## src/rtl/dac_serializer_if.sv

```systemverilog
`default_nettype none
// ============================================================================
// Module   : dac_serializer_if
// Brief    : Sample handshake and codec-side serial signals for dac_serializer.
// Revision : 1.0 - initial release
// ============================================================================
interface dac_serializer_if;
    logic        DACLRCK;
    logic [31:0] DACDAT_PAR;
    logic        PAR_VALID;
    logic        PAR_READY;
    logic        DACDAT;
    logic        UNDERRUN;
    logic        FRAME_ERR;

    modport master (
        output DACLRCK, DACDAT_PAR, PAR_VALID,
        input  PAR_READY, DACDAT, UNDERRUN, FRAME_ERR
    );

    modport slave (
        input  DACLRCK, DACDAT_PAR, PAR_VALID,
        output PAR_READY, DACDAT, UNDERRUN, FRAME_ERR
    );
endinterface
`default_nettype wire

```

## src/rtl/dac_serializer.sv

```systemverilog
`default_nettype none
// ============================================================================
// Module   : dac_serializer
// Brief    : Serialises 32-bit stereo words MSB-first onto DACDAT, framed by
//            DACLRCK, with a one-entry holding register and error pulses.
// Revision : 1.0 - initial release
// ============================================================================
module dac_serializer (
    input  wire logic       BCLK,
    input  wire logic       RESET,
    dac_serializer_if.slave dac_if
);

    localparam logic [2:0] c_IDLE  = 3'd0;
    localparam logic [2:0] c_LEFT  = 3'd1;
    localparam logic [2:0] c_GAP_L = 3'd2;
    localparam logic [2:0] c_RIGHT = 3'd3;
    localparam logic [2:0] c_GAP_R = 3'd4;

    // Count value held while the 16th bit of a channel is being driven out.
    localparam logic [4:0] c_LAST_BIT = 5'd15;

    logic [2:0]  r_state;
    logic [2:0]  w_state_nxt;
    logic        r_lrck_q;
    logic [31:0] r_shift;
    logic [31:0] w_shift_nxt;
    logic [4:0]  r_count;
    logic [4:0]  w_count_nxt;
    logic [31:0] r_hold;
    logic [31:0] w_hold_nxt;
    logic        r_full;
    logic        w_full_nxt;
    logic        r_dacdat;
    logic        w_dacdat_nxt;
    logic        r_ready;
    logic        r_underrun;
    logic        w_underrun_nxt;
    logic        r_frame_err;
    logic        w_frame_err_nxt;
    logic [31:0] w_word;
    logic        w_rise;
    logic        w_fall;
    logic        w_hs;

    assign w_rise = dac_if.DACLRCK & ~r_lrck_q;
    assign w_fall = ~dac_if.DACLRCK & r_lrck_q;
    assign w_hs   = dac_if.PAR_VALID & r_ready;

    always_ff @(posedge BCLK) begin
        if (RESET) begin
            r_state     <= c_IDLE;
            r_lrck_q    <= dac_if.DACLRCK;
            r_shift     <= 32'h0;
            r_count     <= 5'd0;
            r_hold      <= 32'h0;
            r_full      <= 1'b0;
            r_dacdat    <= 1'b0;
            r_ready     <= 1'b0;
            r_underrun  <= 1'b0;
            r_frame_err <= 1'b0;
        end else begin
            r_state     <= w_state_nxt;
            r_lrck_q    <= dac_if.DACLRCK;
            r_shift     <= w_shift_nxt;
            r_count     <= w_count_nxt;
            r_hold      <= w_hold_nxt;
            r_full      <= w_full_nxt;
            r_dacdat    <= w_dacdat_nxt;
            r_ready     <= ~w_full_nxt;
            r_underrun  <= w_underrun_nxt;
            r_frame_err <= w_frame_err_nxt;
        end
    end

    always_comb begin
        w_state_nxt = r_state;
        if (w_rise) begin
            w_state_nxt = c_LEFT;
        end else begin
            case (r_state)
                c_LEFT: begin
                    if (w_fall)
                        w_state_nxt = c_RIGHT;
                    else if (r_count == c_LAST_BIT)
                        w_state_nxt = c_GAP_L;
                end
                c_GAP_L: begin
                    if (w_fall)
                        w_state_nxt = c_RIGHT;
                end
                c_RIGHT: begin
                    if (r_count == c_LAST_BIT)
                        w_state_nxt = c_GAP_R;
                end
                default: w_state_nxt = r_state;
            endcase
        end
    end

    // Left half is pre-shifted at load so bit 31 always holds the next left
    // bit; the right half stays intact until the channel switch.
    always_comb begin
        w_shift_nxt     = r_shift;
        w_count_nxt     = r_count;
        w_hold_nxt      = r_hold;
        w_full_nxt      = r_full;
        w_dacdat_nxt    = 1'b0;
        w_underrun_nxt  = 1'b0;
        w_frame_err_nxt = 1'b0;
        w_word          = 32'h0;
        if (w_rise) begin
            w_frame_err_nxt = (r_state == c_LEFT) || (r_state == c_GAP_L) ||
                              (r_state == c_RIGHT);
            if (r_full) begin
                w_word     = r_hold;
                w_full_nxt = 1'b0;
            end else if (w_hs) begin
                w_word = dac_if.DACDAT_PAR;
            end else begin
                w_underrun_nxt = 1'b1;
            end
            w_shift_nxt  = {w_word[30:16], 1'b0, w_word[15:0]};
            w_dacdat_nxt = w_word[31];
            w_count_nxt  = 5'd1;
        end else begin
            if (w_hs) begin
                w_hold_nxt = dac_if.DACDAT_PAR;
                w_full_nxt = 1'b1;
            end
            case (r_state)
                c_LEFT, c_GAP_L: begin
                    if (w_fall) begin
                        w_frame_err_nxt   = (r_state == c_LEFT);
                        w_dacdat_nxt      = r_shift[15];
                        w_shift_nxt[15:0] = {r_shift[14:0], 1'b0};
                        w_count_nxt       = 5'd1;
                    end else if (r_state == c_LEFT) begin
                        w_dacdat_nxt       = r_shift[31];
                        w_shift_nxt[31:16] = {r_shift[30:16], 1'b0};
                        w_count_nxt        = r_count + 5'd1;
                    end
                end
                c_RIGHT: begin
                    w_dacdat_nxt      = r_shift[15];
                    w_shift_nxt[15:0] = {r_shift[14:0], 1'b0};
                    w_count_nxt       = r_count + 5'd1;
                end
                default: w_dacdat_nxt = 1'b0;
            endcase
        end
    end

    assign dac_if.DACDAT    = r_dacdat;
    assign dac_if.PAR_READY = r_ready;
    assign dac_if.UNDERRUN  = r_underrun;
    assign dac_if.FRAME_ERR = r_frame_err;

endmodule
`default_nettype wire
```

## src/flat_wrapper.sv

```systemverilog
// flat-port wrapper written by rule: the top's interface ports become plain ports
module dac_serializer_flat 
  (BCLK, RESET, dac_if_DACLRCK, dac_if_DACDAT_PAR, dac_if_PAR_VALID, dac_if_PAR_READY, dac_if_DACDAT, dac_if_UNDERRUN, dac_if_FRAME_ERR);
  dac_serializer_if dac_if_i ();
  input  wire logic BCLK;
  input  wire logic RESET;
  input wire logic [$bits(dac_if_i.DACLRCK)-1:0] dac_if_DACLRCK;
  input wire logic [$bits(dac_if_i.DACDAT_PAR)-1:0] dac_if_DACDAT_PAR;
  input wire logic [$bits(dac_if_i.PAR_VALID)-1:0] dac_if_PAR_VALID;
  output wire logic [$bits(dac_if_i.PAR_READY)-1:0] dac_if_PAR_READY;
  output wire logic [$bits(dac_if_i.DACDAT)-1:0] dac_if_DACDAT;
  output wire logic [$bits(dac_if_i.UNDERRUN)-1:0] dac_if_UNDERRUN;
  output wire logic [$bits(dac_if_i.FRAME_ERR)-1:0] dac_if_FRAME_ERR;
  assign dac_if_i.DACLRCK = dac_if_DACLRCK;
  assign dac_if_i.DACDAT_PAR = dac_if_DACDAT_PAR;
  assign dac_if_i.PAR_VALID = dac_if_PAR_VALID;
  assign dac_if_PAR_READY = dac_if_i.PAR_READY;
  assign dac_if_DACDAT = dac_if_i.DACDAT;
  assign dac_if_UNDERRUN = dac_if_i.UNDERRUN;
  assign dac_if_FRAME_ERR = dac_if_i.FRAME_ERR;
  dac_serializer u_core (.BCLK(BCLK), .RESET(RESET), .dac_if(dac_if_i));
endmodule
```

## config.mk

```make
export PLATFORM = sky130hd
export DESIGN_NAME = dac_serializer_flat
export DESIGN_NICKNAME = d
export VERILOG_FILES = /design/src/rtl/dac_serializer_if.sv /design/src/rtl/dac_serializer.sv /design/src/flat_wrapper.sv
export SDC_FILE = /design/constraint.sdc
export NUM_CORES = 1
export LEC_CHECK = 0
export ABC_CLOCK_PERIOD_IN_PS = 3900
export BUFFER_PORTS_ARGS = -buffer_cell sky130_fd_sc_hd__buf_2
export CAP_MARGIN = 20
export CELL_PAD_IN_SITES_DETAIL_PLACEMENT = 2
export CELL_PAD_IN_SITES_GLOBAL_PLACEMENT = 2
export CORE_MARGIN = 5
export CORE_UTILIZATION = 38
export CTS_BUF_LIST = sky130_fd_sc_hd__clkbuf_4
export CTS_CLUSTER_SIZE = 20
export DETAILED_ROUTE_END_ITERATION = 10
export PLACE_DENSITY = 0.91
export SETUP_SLACK_MARGIN = 0.15
export SYNTH_ARGS = -nofsm -noshare
export SYNTH_HDL_FRONTEND = slang
export SYNTH_SLANG_ARGS = --single-unit
```

## constraint.sdc

```tcl
create_clock -name BCLK -period 3.9 [get_ports BCLK]
set_clock_uncertainty 0.2 [all_clocks]
set_input_delay 0.39 -clock BCLK [delete_from_list [all_inputs] [get_ports BCLK]]
set_output_delay 0.39 -clock BCLK [all_outputs]
set_load 0.005 [all_outputs]
```

After elaboration in Yosys (flattened, before gate mapping)
Index checks and enable logic that the tools add are counted.
{"block": "op_classes", "n_addsub": 1, "n_eq_ne": 14, "mux": 28, "bitwise": 7, "reduce_logical": 18}
{"cell": "$mux W32", "n": 3}
{"cell": "$mux W16", "n": 4}
{"cell": "$pmux W16 S2", "n": 1}
{"cell": "$ne A3 B1 Y1 const B", "n": 5}
{"cell": "$mux W3", "n": 4}
{"cell": "$mux W1", "n": 11}
{"cell": "$mux W5", "n": 2}
{"cell": "$pmux W5 S2", "n": 1}
{"cell": "$pmux W3 S3", "n": 1}
{"cell": "$ne A4 B1 Y1 const B", "n": 2}
{"cell": "$reduce_and A2 Y1", "n": 4}
{"cell": "$reduce_and A4 Y1", "n": 2}
{"cell": "$eq A3 B2 Y1 const B", "n": 2}
{"cell": "$ne A2 B1 Y1 const B", "n": 3}
{"cell": "$reduce_bool A2 Y1", "n": 3}
{"cell": "$reduce_bool A3 Y1", "n": 2}
{"cell": "$add A5 B1 Y5 const B", "n": 1}
{"cell": "$eq A5 B4 Y1 const B", "n": 1}
{"cell": "$not A1 Y1", "n": 4}
{"cell": "$reduce_bool A4 Y1", "n": 1}
{"cell": "$reduce_or A2 Y1", "n": 2}
{"cell": "$and A1 B1 Y1", "n": 3}
{"cell": "$eq A3 B1 Y1 const B", "n": 1}
{"cell": "$reduce_and A3 Y1", "n": 1}
{"cell": "other kinds (3)", "n": 4}
{"block": "totals", "reg_bits": 77, "input_bits": 36, "output_inout_bits": 4, "word_cells": 81}

Logic depth before layout (Yosys ltp)
Gate-level depths: netlist of run 1.
{"block": "depth", "ltp_word": 5, "depth_mapped": 8, "depth_no_buf": 7}

Worst setup path before layout of run 1
Ideal clock, no wire load.
{"block": "synth_timing", "path_type": "input port to flip-flop", "startpoint": "input dac_if_DACLRCK", "endpoint": "register u_core.r_shift[11]", "setup_ns": 0.132, "t_arrival_ns": 1.612, "t_required_ns": 3.568, "setup_slack_ns": 1.956, "cell_stages": 8, "path_buffers": 2, "path_cell_list": "inv_1 -> ha_1 -> buf_6 -> maj3_2 -> a21o_1 -> buf_6 -> o211ai_1 -> a21oi_1"}
{"block": "synth_via", "elab_chain_cells": 4, "word_cells_on_any_way": 7, "classes_between": "eq/ne: 1; mux: 1; bitwise: 3; reduce/logical: 2"}
{"element": "start, declared", "line_no": "flat_wrapper.sv:7", "text": "input wire logic [$bits(dac_if_i.DACLRCK)-1:0] dac_if_DACLRCK;"}
{"element": "$not A1 Y1", "line_no": "dac_serializer.sv:47", "text": "assign w_fall = ~dac_if.DACLRCK & r_lrck_q;"}
{"element": "$and A1 B1 Y1", "line_no": "dac_serializer.sv:47"}
{"element": "$ne A3 B1 Y1 (no source line)"}
{"element": "$reduce_and A2 Y1 (no source line)"}
{"element": "end signal, assigned", "line_no": "dac_serializer.sv:65", "text": "r_shift <= w_shift_nxt;"}
{"element": "end, declared", "line_no": "dac_serializer.sv:26", "text": "logic [31:0] r_shift;"}
Parallel ways exist; a longest one is shown, timed or not.
A chain may end at the register's enable or synchronous reset.

Worst setup path after layout of run 1
{"block": "layout_timing", "startpoint": "input dac_if_DACLRCK", "endpoint": "register u_core.r_hold[19]"}
{"block": "layout_via", "elab_chain_cells": 3}
{"element": "$and A1 B1 Y1", "line_no": "dac_serializer.sv:46", "text": "assign w_rise = dac_if.DACLRCK & ~r_lrck_q;"}
{"element": "$not A1 Y1 (no source line)"}
{"element": "$reduce_and A2 Y1 (no source line)"}
{"element": "end signal, assigned", "line_no": "dac_serializer.sv:67", "text": "r_hold <= w_hold_nxt;"}
{"element": "end, declared", "line_no": "dac_serializer.sv:30", "text": "logic [31:0] r_hold;"}
Every way passes these cells.

==> impl_metrics.csv, run 1 <==
group,metric,value,unit
outcome,outcome,"finished with violations",
outcome,violations,"negative hold slack",
place,portBuffers,39,
routing,drc,0,
yosys,synthTopCellsByArea,"dfxtp_1, nand2_1, a21oi_1",
routing,vias,3594,
routing,wirelength,13.5,mm
clock_tree,postCtsSetupBuffers,0,
place,dp.cells,595,
critical_path,r2r_end,"u_core.r_hold[19]",
place,dp_hpwl,7.59,mm
routing,final_antenna_net_count,0,
power,power_density,416,nW/um2
yosys,synth_top_cell_area_share,0.428,
die,fp.dieArea,11500,um2
routing,wl_met1,5.41,mm
critical_path,cp_slowest_cell,"ha_2",
clock_tree,cts-root-buf,"clkbuf_4",
clock_tree,clk_latency,0.48,ns
sta,postLayoutSetupSlackWorst,1.17,ns
critical_path,worstPathMaxFanout,30,
yosys,ys_seq_area_frac,0.428,
yosys,netlist_instances,461,
layout,fillers,1053,
critical_path,critPathKind,"input pin to flip-flop",
yosys,synthFlopType,"dfxtp_1",
die,rows,35,
routing,via_per_inst,5.68,
sta,worstMarginPinSlew,0.646,ns
yosys,synth_warnings,0,
layout,fin_cells,633,
clock_tree,cts.path.max_buffers,2,
global_route,grt_pass1_wl,21.0,mm
power,power.leakage,0.00146,uW
yosys,synth-edff-count,0,
sta,period_share,0.699,
clock_tree,cts_tree,"yes",
routing,wl_per_cell,21.3,um
die,core_area,9240,um2
critical_path,r2r_cells,6,
sta,slew_violations,0,
sta,period_needed,2.73,ns
sta,setup_viol_count_final,0,
die,start_util,0.390,
critical_path,critPathMaxStageDelay,0.58,ns
routing,routed.top_layer,"met4",
power,max-vdd-ir-drop,0.140,mV
yosys,syn_avg_cell_area,7.81,um2
critical_path,crit_start,"dac_if_DACLRCK",
place,gp_congestion,0.765,
clock_tree,cts-htree-levels,3,
layout,syn_to_final_growth,17.7,%
routing,drt_iter0_drc,153,
sta,finalHoldViolCount,1,
place,dpl_worst_slack,1.42,ns
clock_tree,cts_buffers,9,
clock_tree,hold_buffers,18,
die,ios,40,
yosys,synth_area_leader_cell,"dfxtp_1",
job,maxCapViolCount,0,
global_route,grt_pass1_vias,4017,
global_route,grt_max_degree,67,
layout,drive_above_1_share,0.143,
routing,wl_met3,507,um
yosys,ys_seq_elements,77,
critical_path,cp-start-kind,"input pin",
critical_path,endpoint,"u_core.r_hold[19]",
clock_tree,clkSinkCount,77,
layout,nets,539,
die,die_h,107,um
clock_tree,ctsResizeCount,0,
sta,max-slew-margin-rel,0.569,
critical_path,path_cells,"dlygate4sd3_1 -> buf_2 -> ha_2 -> nand2b_1 -> buf_4 -> nand2_1 -> a21oi_1",
sta,fin_setup_tns,0,ns
clock_tree,clkTransAtPathRegs,0.17,ns
global_route,overflow,0,
routing,wl_met2,6.99,mm
routing,firstDrtPassIters,4,
global_route,grt_usage,0.234,
yosys,synth_nets,501,
sta,rsz0062_at_grt,"false",
critical_path,crit_arrival,2.89,ns
yosys,synth_cell_type_count,40,
min_path,min_path_type,"input pin to flip-flop",
yosys,synth_async_sr_flop_share,0,
critical_path,ff2ff_setup_slack,1.40,ns
sta,holdWs,-0.00751,ns
yosys,syn_area,3600,um2
die,die_w,107,um
global_route,antenna_found_initial,1,
critical_path,worstSetupEndpointType,"flip-flop",
critical_path,cp.required,4.06,ns
critical_path,reg2reg_from,"u_core.r_lrck_q",
sta,clock.fmax,367,MHz
==> where the power goes <==
part           leakage, uW  internal, uW  switching (uW)  total [uW]
logic             0.000746           102             165         266
clock network    0.0000843           320             319         639
registers         0.000627           824            36.7         861
==> placed cells by master (no fill, tap or decap), types with 5 or more instances in the layout <==
master	netlist	final
nor2_1	26	25
nor3b_1	5	5
nand3_1	18	18
a21oi_1	58	58
buf_4	1	8
o21ai_0	8	8
a31oi_1	14	14
dfxtp_1	77	76
dlygate4sd3_1	0	21
clkbuf_4	0	9
o211ai_1	30	30
buf_2	17	39
inv_1	6	6
nand2_1	112	112
nand3b_1	15	15
a22o_1	14	14
==> metrics by stage <==
stage | total power, uW | instance area, um2 | util
after floorplan | 1030 | 3600 | -
after CTS | 1750 | 4180 | 0.452
after global placement | 1090 | 3820 | 0.413
after global routing | 1840 | 4240 | 0.459
after detailed placement | 1110 | 3820 | 0.413
final | 1770 | 4240 | 0.459
==> how the worst min path moves through the flow <==
stage                          start                 end  slack (ns)  depth (start not counted)
3_5_place_dp       u_core.r_shift[9]   u_core.r_shift[9]        0.25                          2
5_1_grt        dac_if_DACDAT_PAR[24]   u_core.r_hold[24]       -0.02                          3
4_1_cts        dac_if_DACDAT_PAR[24]   u_core.r_hold[24]      0.0006                          3
2_1_floorplan         dac_if_DACLRCK     u_core.r_lrck_q        0.22                          0
3_3_place_gp      u_core.r_shift[14]  u_core.r_shift[14]        0.24                          2
6_report       dac_if_DACDAT_PAR[24]   u_core.r_hold[24]      -0.008                          3
==> synth_stat cells (3+ instances only) <==
master / count
nand3b_1: 15
o21ai_0: 8
a21oi_1: 58
a22o_1: 14
dfxtp_1: 77
buf_6: 3
o211ai_1: 30
buf_2: 17
nor2_1: 26
inv_1: 6
nand2b_1: 3
clkbuf_1: 21
nand2_1: 112
nor3b_1: 5
nand3_1: 18
ha_1: 4
nor3_1: 3
a31oi_1: 14
==> metal layers <==
layer | up-vias | global-route usage
li1 | 1688 | -
met1 | 1784 | 0.264
met4 | 0 | 0.124
met2 | 89 | 0.424
met5 | - | 0
met3 | 33 | 0.0312
==> cell type report <==
class	count	area [um2]	share of cell area
well taps	129	161	0.0381
diodes	1	2.50	0.000590
clock inverters	6	113	0.0266
inverters	6	22.5	0.00531
repair buffers	69	493	0.116
multi-input cells	336	1840	0.433
flip-flops and latches	77	1540	0.364
clock buffers	9	67.6	0.0159
==> cell families after synthesis <==
group | synth area share
adders and majority gates | 0.0170
buffers and inverters | 0.0632
DFF | 0.428
AOI/OAI and AO/OA | 0.248
xor gates and xnor gates | 0.00730
and+or+nand+nor | 0.234
muxes | 0.00313
==> sequential cells by signal (all words and copies together) (netlist names) <==
| name | count |
|---|---|
| u_core.dac_if.DACDAT | 1 |
| u_core.dac_if.FRAME_ERR | 1 |
| u_core.dac_if.PAR_READY | 1 |
| u_core.dac_if.UNDERRUN | 1 |
| u_core.r_count | 5 |
| u_core.r_full | 1 |
| u_core.r_hold | 32 |
| u_core.r_lrck_q | 1 |
| u_core.r_shift | 31 |
| u_core.r_state | 3 |
==> worst max-delay path, delay by kind of cell <==
family	cells	cell delay, ns
buf+inv	3	1.01
fa+ha+maj	1	0.58
simple gates	2	0.55
compound gates	1	0.35
Note: power is estimated with default switching activity, not from simulation.
==> run 2, diff against run 1 <==
- ABC_CLOCK_PERIOD_IN_PS: 3900 -> 2800
- CORE_UTILIZATION: 38 -> 35
- PLACE_DENSITY: 0.91 -> 0.85
- clock period: 3.9 -> 2.8 ns (I/O delays scaled with it)
==> impl_metrics.csv, run 2 (synthesized netlist as in run 1, its figures left out) <==
group,metric,value,unit
layout,regMostFlops,"u_core.r_hold",
die,rows,37,
routing,firstDrtPassIters,4,
power,power_density,542,nW/um2
place,gp_congestion,0.767,
critical_path,path_cells,"dlygate4sd3_1 -> buf_2 -> inv_1 -> ha_1 -> inv_1 -> o21ai_1 -> nor2_1 -> a22o_1",
power,fin_total_pwr,2370,uW
place,portBuffers,39,
clock_tree,clkSinkCount,77,
clock_tree,cts-htree-levels,3,
clock_tree,clkTransAtPathRegs,0.15,ns
layout,reg.largest.list,"u_core.r_hold: 32 flops, u_core.r_shift: 31 flops, u_core.r_count: 5 flops",
outcome,outcome,"completed",
clock_tree,cts.path.max_buffers,2,
clock_tree,cts_tree,"yes",
critical_path,crit_arrival,2.62,ns
die,fp.dieArea,12400,um2
min_path,min_path_type,"input pin to flip-flop",
routing,wl_per_cell,18.8,um
job,maxCapViolCount,0,
critical_path,critPathTopFamily,"buffers and inverters",
global_route,grt_pass1_vias,4028,
critical_path,cp_slowest_cell,"nor2_1",
sta,fin_setup_tns,0,ns
routing,drt_iter0_drc,102,
routing,final_antenna_net_count,0,
global_route,grt_usage,0.204,
layout,fillers,1172,
global_route,antenna_found_initial,0,
clock_tree,cts_buffers,9,
layout,drive_above_1_share,0.148,
sta,rsz0062_at_grt,"false",
critical_path,worstPathMaxFanout,14,
sta,clock.fmax,414,MHz
die,die_w,111,um
power,max-vdd-ir-drop,0.240,mV
critical_path,critPathMaxStageDelay,0.75,ns
global_route,overflow,0,
layout,fin_util,0.429,
clock_tree,postCtsSetupBuffers,0,
sta,worstMarginPinSlew,0.962,ns
layout,final_common_cell,"nand2_1",
sta,holdWs,0.125,ns
layout,syn_to_final_growth,21.3,%
routing,drc,0,
critical_path,cp-start-kind,"input pin",
layout,diodes,0,
place,dp_hpwl,7.50,mm
sta,max-slew-margin-rel,0.356,
clock_tree,clk_latency,0.44,ns
critical_path,critPathKind,"input pin to flip-flop",
die,core_area,10200,um2
place,dpl_worst_slack,0.256,ns
die,die_h,111,um
critical_path,worstSetupEndpointType,"flip-flop",
layout,layout_common_cells,"nand2_1, dfxtp_1, a21oi_1",
sta,postLayoutSetupSlackWorst,0.385,ns
sta,finalHoldViolCount,0,
die,ios,40,
critical_path,cp.required,3.00,ns
die,start_util,0.354,
clock_tree,cts-root-buf,"clkbuf_4",
sta,slew_violations,0,
sta,setup_viol_count_final,0,
critical_path,cpMostUsedCell,"inv_1",
sta,period_share,0.862,
layout,largest_reg_flops,32,
sta,period_needed,2.41,ns
critical_path,path_buf_inv,4,
routing,wirelength,12.3,mm
global_route,grt_pass1_wl,20.7,mm
routing,via_per_inst,5.45,
global_route,grt_max_degree,41,
power,power.leakage,0.00153,uW
routing,vias,3576,
layout,nets,555,
==> run 2: worst paths after layout <==
| path | startpoint | to | slack [ns] | cells past startpoint |
|---|---|---|---|---|
| worst max register to register | u_core.r_lrck_q | u_core.r_hold[30] | 0.50 | 6 |
| worst max-delay path | dac_if_DACLRCK | u_core.r_shift[30] | 0.39 | 8 |
| worst min register to register | u_core.r_hold[13] | u_core.r_hold[13] | 0.27 | 2 |
| worst min-delay path | RESET | u_core.r_hold[11] | 0.12 | 2 |
==> run 2: per-layer routing <==
metal | wire, um | share of wire | global-route usage
met1 | 5240 | 0.43 | 0.236
met2 | 6480 | 0.53 | 0.379
met5 | 0 | 0 | 0
met3 | 346 | 0.028 | 0.0375
met4 | 235 | 0.019 | 0.0624
==> run 2: worst reg2reg max path, stage by stage, from the launching register on <==
cell and delay, ns:
dfxtp_1 0.36, inv_1 0.05, ha_2 0.24, nor2_2 0.74, buf_4 0.37, nand2_1 0.10
a21oi_1 0.17
==> run 2: area by class of cell <==
class                           count  area, um2  area share
Sequential cell                    77       1540       0.353
Multi-Input combinational cell    336       1840       0.421
Tap cell                          136        170      0.0389
Clock inverter                      7       90.1      0.0206
Clock buffer                        9       67.6      0.0155
Inverter                            6       22.5     0.00515
Timing Repair Buffer               85        636       0.145
==> run 2: power by group <==
group | internal [uW] | total [uW] | switching [uW]
Combinational | 156 | 383 | 228
Clock | 358 | 800 | 442
Sequential | 1150 | 1190 | 38.0
==> run 2: per-stage QoR <==
stage | instances | instance area, um2
2_1_floorplan | 461 | 3600
3_3_place_gp | 607 | 3880
3_5_place_dp | 607 | 3880
4_1_cts | 656 | 4370
5_1_grt | 656 | 4370
6_report | 656 | 4370
==> run 2: what timing repair did <==
action / CTS / global route
gates resized for setup: 0 / 1
hold buffers: 33 / 0
endpoints found under the setup margin: 0 / 14
endpoints found under the hold margin: 33 / 0
